**src/rtl/beta_pc_ctrl.sv**
```systemverilog
// beta_pc_ctrl: Beta PC sequencer (fetch/exec/mem), trap and interrupt redirect; IRQ path under `BETA_PC_IRQ_EN
module beta_pc_ctrl (
  input  logic       CLK,
  input  logic       RESET,
  input  logic [5:0] OPCODE,
  input  logic       Z,
  input  logic       PC31,
  input  logic       IRQ,
  input  logic       IMEM_VALID,
  input  logic       DMEM_ACK,
  output logic       IMEM_REQ,
  output logic       DMEM_REQ,
  output logic [3:0] PCSEL,
  output logic       PC_LD,
  output logic       XP_WE,
  output logic       IRQ_ACK,
  output logic [1:0] STATE
);
  typedef enum logic [1:0] {S_RST, S_FETCH, S_EXEC, S_MEM} state_t;
  state_t state_q, state_d;
  logic [5:0] op_q, op_d;
  logic legal, is_mem, take;
  assign legal = (op_q[5] & (op_q[2:0] != 3'b111)) | (op_q == 6'h18) | (op_q == 6'h19) |
                 (op_q == 6'h1B) | (op_q == 6'h1C) | (op_q == 6'h1D) | (op_q == 6'h1F);
  assign is_mem = (op_q == 6'h18) | (op_q == 6'h19) | (op_q == 6'h1F);
  assign STATE = state_q;
`ifdef BETA_PC_IRQ_EN
  logic [2:0] sync_q, sync_d;
  logic pend_q, pend_d;
  assign take = (state_q == S_EXEC) & pend_q & ~PC31;
  // IRQ synchronizer shift and sticky pending; a fresh edge wins over a same-cycle take
  always_comb begin
    sync_d = {sync_q[1:0], IRQ};
    pend_d = (sync_q[1] & ~sync_q[2]) | (pend_q & ~take);
  end
  // IRQ synchronizer and pending registers
  always_ff @(posedge CLK or negedge RESET) begin
    if (!RESET) begin
      sync_q <= '0;
      pend_q <= 1'b0;
    end else begin
      sync_q <= sync_d;
      pend_q <= pend_d;
    end
  end
`else
  logic unused_irq;
  assign unused_irq = IRQ ^ PC31;
  assign take = 1'b0;
`endif
  // Next state, opcode capture and per-state outputs
  always_comb begin
    state_d = state_q;
    op_d = op_q;
    IMEM_REQ = 1'b0;
    DMEM_REQ = 1'b0;
    PCSEL = 4'd0;
    PC_LD = 1'b0;
    XP_WE = 1'b0;
    IRQ_ACK = 1'b0;
    case (state_q)
      S_RST: state_d = S_FETCH;
      S_FETCH: begin
        IMEM_REQ = 1'b1;
        if (IMEM_VALID) begin
          op_d = OPCODE;
          state_d = S_EXEC;
        end
      end
      S_EXEC: begin
        state_d = S_FETCH;
        PC_LD = 1'b1;
        if (take) begin
          PCSEL = 4'd4;
          XP_WE = 1'b1;
          IRQ_ACK = 1'b1;
        end else if (!legal) begin
          PCSEL = 4'd3;
          XP_WE = 1'b1;
        end else if (is_mem) begin
          PC_LD = 1'b0;
          state_d = S_MEM;
        end else if (op_q == 6'h1C) begin
          PCSEL = Z ? 4'd1 : 4'd0;
        end else if (op_q == 6'h1D) begin
          PCSEL = Z ? 4'd0 : 4'd1;
        end else if (op_q == 6'h1B) begin
          PCSEL = 4'd2;
        end
      end
      S_MEM: begin
        DMEM_REQ = 1'b1;
        if (DMEM_ACK) begin
          PC_LD = 1'b1;
          state_d = S_FETCH;
        end
      end
      default: state_d = S_RST;
    endcase
  end
  // State and opcode registers
  always_ff @(posedge CLK or negedge RESET) begin
    if (!RESET) begin
      state_q <= S_RST;
      op_q <= '0;
    end else begin
      state_q <= state_d;
      op_q <= op_d;
    end
  end
endmodule

```
**config.mk**
```make
export PLATFORM = sky130hd
export DESIGN_NAME = beta_pc_ctrl
export DESIGN_NICKNAME = d
export VERILOG_FILES = /design/src/rtl/beta_pc_ctrl.sv
export SDC_FILE = /design/constraint.sdc
export NUM_CORES = 1
export LEC_CHECK = 0
export ABC_AREA = 1
export BUFFER_PORTS_ARGS = -buffer_cell sky130_fd_sc_hd__buf_2
export CORE_AREA = 2 2 39 41
export DETAILED_ROUTE_END_ITERATION = 10
export DIE_AREA = 0 0 41 43
export PLACE_DENSITY = 0.71
export SETUP_SLACK_MARGIN = 0.1
export SYNTH_ARGS = -nofsm -noshare
export SYNTH_HDL_FRONTEND = slang
export SYNTH_SLANG_ARGS = --single-unit
```
**constraint.sdc**
```tcl
create_clock -name CLK -period 1.57 [get_ports CLK]
set_input_delay 0.0785 -clock CLK [delete_from_list [all_inputs] [get_ports CLK]]
set_output_delay 0.0785 -clock CLK [all_outputs]
set_load 0.05 [all_outputs]
```
Word level (Yosys, flattened, before mapping) --
Index checks and enable logic that the tools add are counted. W data, S select, Z words.
Word-level totals: register bits 8, bits in latches 0, bits in writable memories 0, ROM bits 0, bits of input ports 13, word-level logic and storage cells 47, memories 0
Cells by class: add/sub/neg operators 0, multiply operators 0, divide/modulo/power cells 0, magnitude comparators 0, eq/ne operators 12, shifts and indexed selects 0, muxes and demuxes 21, bitwise logic cells 9, reductions and logical operators 3
Operators by type and width (number):
- $eq A6 B5 Y1 const B | 6
- $mux W2 | 9
- $mux W1 | 9
- $or A1 B1 Y1 | 8
- $pmux W2 S4 | 1
- $eq A2 B2 Y1 const B | 2
- $mux W4 | 1
- $ne A2 B2 Y1 const B | 2
- $reduce_and A2 Y1 | 2
- $ne A3 B3 Y1 const B | 1
- $eq A2 B1 Y1 const B | 1
- $logic_not A2 Y1 | 1
- $pmux W1 S2 | 1
- $and A1 B1 Y1 | 1

Depth between registers and ports, before layout --
word-level depth 10, mapped depth 8, gate-level depth less buffers 8

Least setup slack after synthesis --
Ideal clock, no wire load.
path type reg2out, start point reg state_q[1], in the netlist STATE[1], end point out PC_LD, arrival 2.135 ns, slack -0.643 ns, cell stages (with the launch flop) 4, buffers on the path 0, cell sequence dfrtp_1 -> ha_1 -> inv_1 -> o21ai_0
On the way: longest elaborated chain between the ends 2, elaborated cells between the ends (all ways) 3
Ends and longest elaborated chain:
- from (decl) | line 20 | state_t state_q, state_d;
- from (signal assigned) | line 107 | state_q <= state_d;
- $eq A2 B2 Y1 | line 61 | case (state_q)
- $pmux W1 S2 (*) | line 61
- to (decl) | line 14 | output logic PC_LD,
Every way passes the cells marked *; elsewhere a longest branch is shown, timed or not.

Worst setup path after layout --
start point reg op_q[5], end point out PCSEL[1]
On the way: longest elaborated chain between the ends 9, elaborated cells between the ends (all ways) 21
Ends and longest elaborated chain:
- from (decl) | line 21 | logic [5:0] op_q, op_d;
- from (signal assigned) | line 108 | op_q <= op_d;
- $eq A6 B5 Y1 or $and A1 B1 Y1 (tied branches) | line 23, 25
- $or A1 B1 Y1 (3 in series) | line 23 | assign legal = (op_q[5] & (op_q[2:0] != 3'b111)) | (op_q == 6'h18) | (op_q == 6'h19) |
- $or A1 B1 Y1 (3 in series) | line 24 | (op_q == 6'h1B) | (op_q == 6'h1C) | (op_q == 6'h1D) | (op_q == 6'h1F);
- $mux W2 (*) | line 77 | end else if (!legal) begin
- $mux W4 (*) | line 61
- to (decl) | line 13 | output logic [3:0] PCSEL,
Marks and branches as above.

==> results.yml <==
outcome:
  status: "complete, no violations"
sta:
  max_freq_mhz: 670.4
  rsz0062_at_grt: "yes"
  finClkSkew_ns: 0.002265
  hold_ws_ns: 0.03783
  finalWorstSetupSlack_ns: 0.07835
  period_share_pct: 95.01
  slew_viol_final: 0
  hold_viol_final: 0
  setup_viol: 0
  period_needed_ns: 1.492
  setup_tns_ns: 0
cts:
  clockBufferDepth: 2
  cts_buffers: 3
  cts_root_buf: "clkbuf_4"
  tritoncts: "built"
  insertion_delay_ns: 0.25
  h-tree-depth: 1
  path_clk_slew_ns: 0.05
  cts.sinks: 8
layout:
  layout.nets: 118
  antenna_cells: 0
  drive_gt1_share_pct: 46.00
  num-fill-cells: 128
  final_cell_area_sq_um: 827.0
  area_growth_pct: 50.91
setup_path:
  slowest_delay_ns: 0.41
  required_ns: 1.49
  crit_slowest_cell: "dfrtp_1"
  worstPathMaxFanout: 5
  worst-path-buf-inv: 1
  critical_path_class: "reg -> out"
  rrSetupSlack_ns: 0.17
  path_cells: "nor2_4, nand3_1, and2_1, nand3_2, nand2_1, buf_6"
  worstReg2RegStart: "STATE[0]"
  arrival_ns: 1.41
  endpoint_kind: "primary output"
  r2r-end: "op_q[5]"
  cp-start-kind: "register"
  r2r_cells: 5
  cp_top_family: "simple AND/OR/NAND/NOR gates"
detailed_routing:
  vias: 516
  wl_per_cell_um: 10.09
  drt_iter0_drc: 3
  ant_nets: 0
  drtPass1Iterations: 3
  drc: 0
  totalWireLength_um: 1171
  via_per_inst: 4.448
synth:
  yosysSeqAreaShare_pct: 36.53
  synth_edf_count: 0
  yosys-top-cells-count: "nand2_1, inv_1, dfrtp_1, nor2_1"
  yosysTopAreaCellShare_pct: 36.53
  async_flop_share_pct: 100.0
  yosysMostFrequentCell: "nand2_1"
  yosysWarnings: 0
  avgSynthCellArea_sq_um: 7.719
  yosysTopAreaCell: "dfrtp_1"
  synth-seq-cells: 8
  synthTopCellsByArea: "dfrtp_1, ha_1, nand2_1, inv_1, nor2_1"
  ys.flop_type: "dfrtp_1"
  synth_area_sq_um: 548.0
  netlist_instances: 71
  synth.distinct_cells: 21
floorplanning:
  core-area_sq_mm: 0.001384
  dieArea_sq_mm: 0.001763
  die_h_um: 43
  die_w_um: 41
  rows: 14
  pin_count: 24
  start_util_pct: 39.60
power:
  vdd_drop_max_uv: 806.9
  p_per_area_mw_per_mm2: 2064
  p_leak_uw: 0.0004321
global_routing:
  first_global_vias: 505
  grt_max_degree: 11
  antenna_found_initial: 0
  grt_pass1_wl_um: 1890
  overflow: 0
  grtUsageTotal_pct: 15.74
placed_design:
  io_buffers: 18
  gp_congestion: 0.7336
  placed_area_sq_um: 689.4
  hpwl_um: 816.3
  dp_slack_ns: 0.1651
min_path:
  hold_end: "op_q[0]"
  hold_class: "in -> reg"
  holdPathStages: 2
  hp-start: "OPCODE[0]"
run:
  cap_viol_max_count: 0
-- metrics by stage --
step	utilization, %	cells	total power [uW]
2_1_floorplan	-	73	1174
3_3_place_gp	49.82	105	1316
3_5_place_dp	49.82	105	1338
4_1_cts	58.41	116	1670
5_1_grt	59.76	116	1832
6_report	59.76	116	1707
-- placed cells by master, fill, tap and decap left out --
cell type / n
o21ai_1: 2
o21ai_2: 1
nand3_2: 1
buf_8: 1
o22ai_2: 1
nor2_2: 1
ha_4: 3
mux2_1: 2
nand2_2: 2
o21ai_0: 1
nor2_4: 1
dfrtp_2: 2
nand2_8: 1
buf_6: 3
inv_1: 8
buf_4: 7
nor2_1: 7
buf_2: 14
conb_1: 3
nand2_1: 11
nand3_1: 3
inv_2: 5
dlygate4sd3_1: 1
ha_1: 1
a21oi_1: 4
clkbuf_4: 3
clkbuf_1: 1
dfrtp_1: 6
nand4_1: 2
and2_1: 1
xor2_1: 1
-- final cells by class --
class                      count  area [sq um]  share of cell area (%)
sequential                     8         202.7                   24.51
multi-input combinational     49         347.8                   42.06
clock buffer                   4         26.28                   3.177
timing repair buffer          26         181.4                   21.94
tap                           16         20.02                   2.421
inverter                      13         48.80                   5.900
-- sequential cells by signal, summed over array words and instances (netlist names) --
name / flops
op_q: 6
STATE: 2
-- metal layers --
| metal | global-route usage [%] | up-vias | wire, um |
|---|---|---|---|
| li1 | - | 272 | - |
| met1 | 16.33 | 230 | 508 |
| met3 | 1.571 | 2 | 43 |
| met5 | 0 | - | 0 |
| met4 | 10.00 | 0 | 5 |
| met2 | 27.50 | 12 | 614 |
-- cell families (layout without fill, tap and decap cells) --
family	after synthesis	after routing	share of synthesized area (%)
DFF	8	8	36.53
xor gates and xnor gates	1	1	1.598
muxes	2	2	4.109
adders and majority gates	4	4	9.133
AOI/OAI and AO/OA	9	9	8.449
and+or+nand+nor	30	30	26.48
buffers and inverters	16	43	13.01
other	1	3	0.6843
-- where the power goes --
| part | switching, uW | total (uW) | internal, uW |
|---|---|---|---|
| clock | 71.0 | 168 | 97.3 |
| combinational | 711 | 1140 | 430 |
| sequential | 87.7 | 397 | 309 |
| total | 870 | 1710 | 837 |
-- worst max path at each step --
stage / start / cells past startpoint / to
2_1_floorplan: STATE[0] / 4 / PC_LD
3_3_place_gp: STATE[1] / 6 / PCSEL[0]
3_5_place_dp: STATE[0] / 7 / PCSEL[0]
4_1_cts: op_q[3] / 7 / XP_WE
5_1_grt: op_q[5] / 7 / PCSEL[1]
6_report: op_q[5] / 6 / PCSEL[1]
-- what timing repair did --
| action | in CTS | in global routing |
|---|---|---|
| hold buffers | 1 | 0 |
| resized for setup | 12 | 3 |
| pin swaps | 6 | 1 |
| setup endpoints to repair | 4 | 6 |
| buffers inserted | 6 | 0 |
| hold endpoints to repair | 8 | 0 |
No activity file was read; power rests on OpenSTA's default activity.
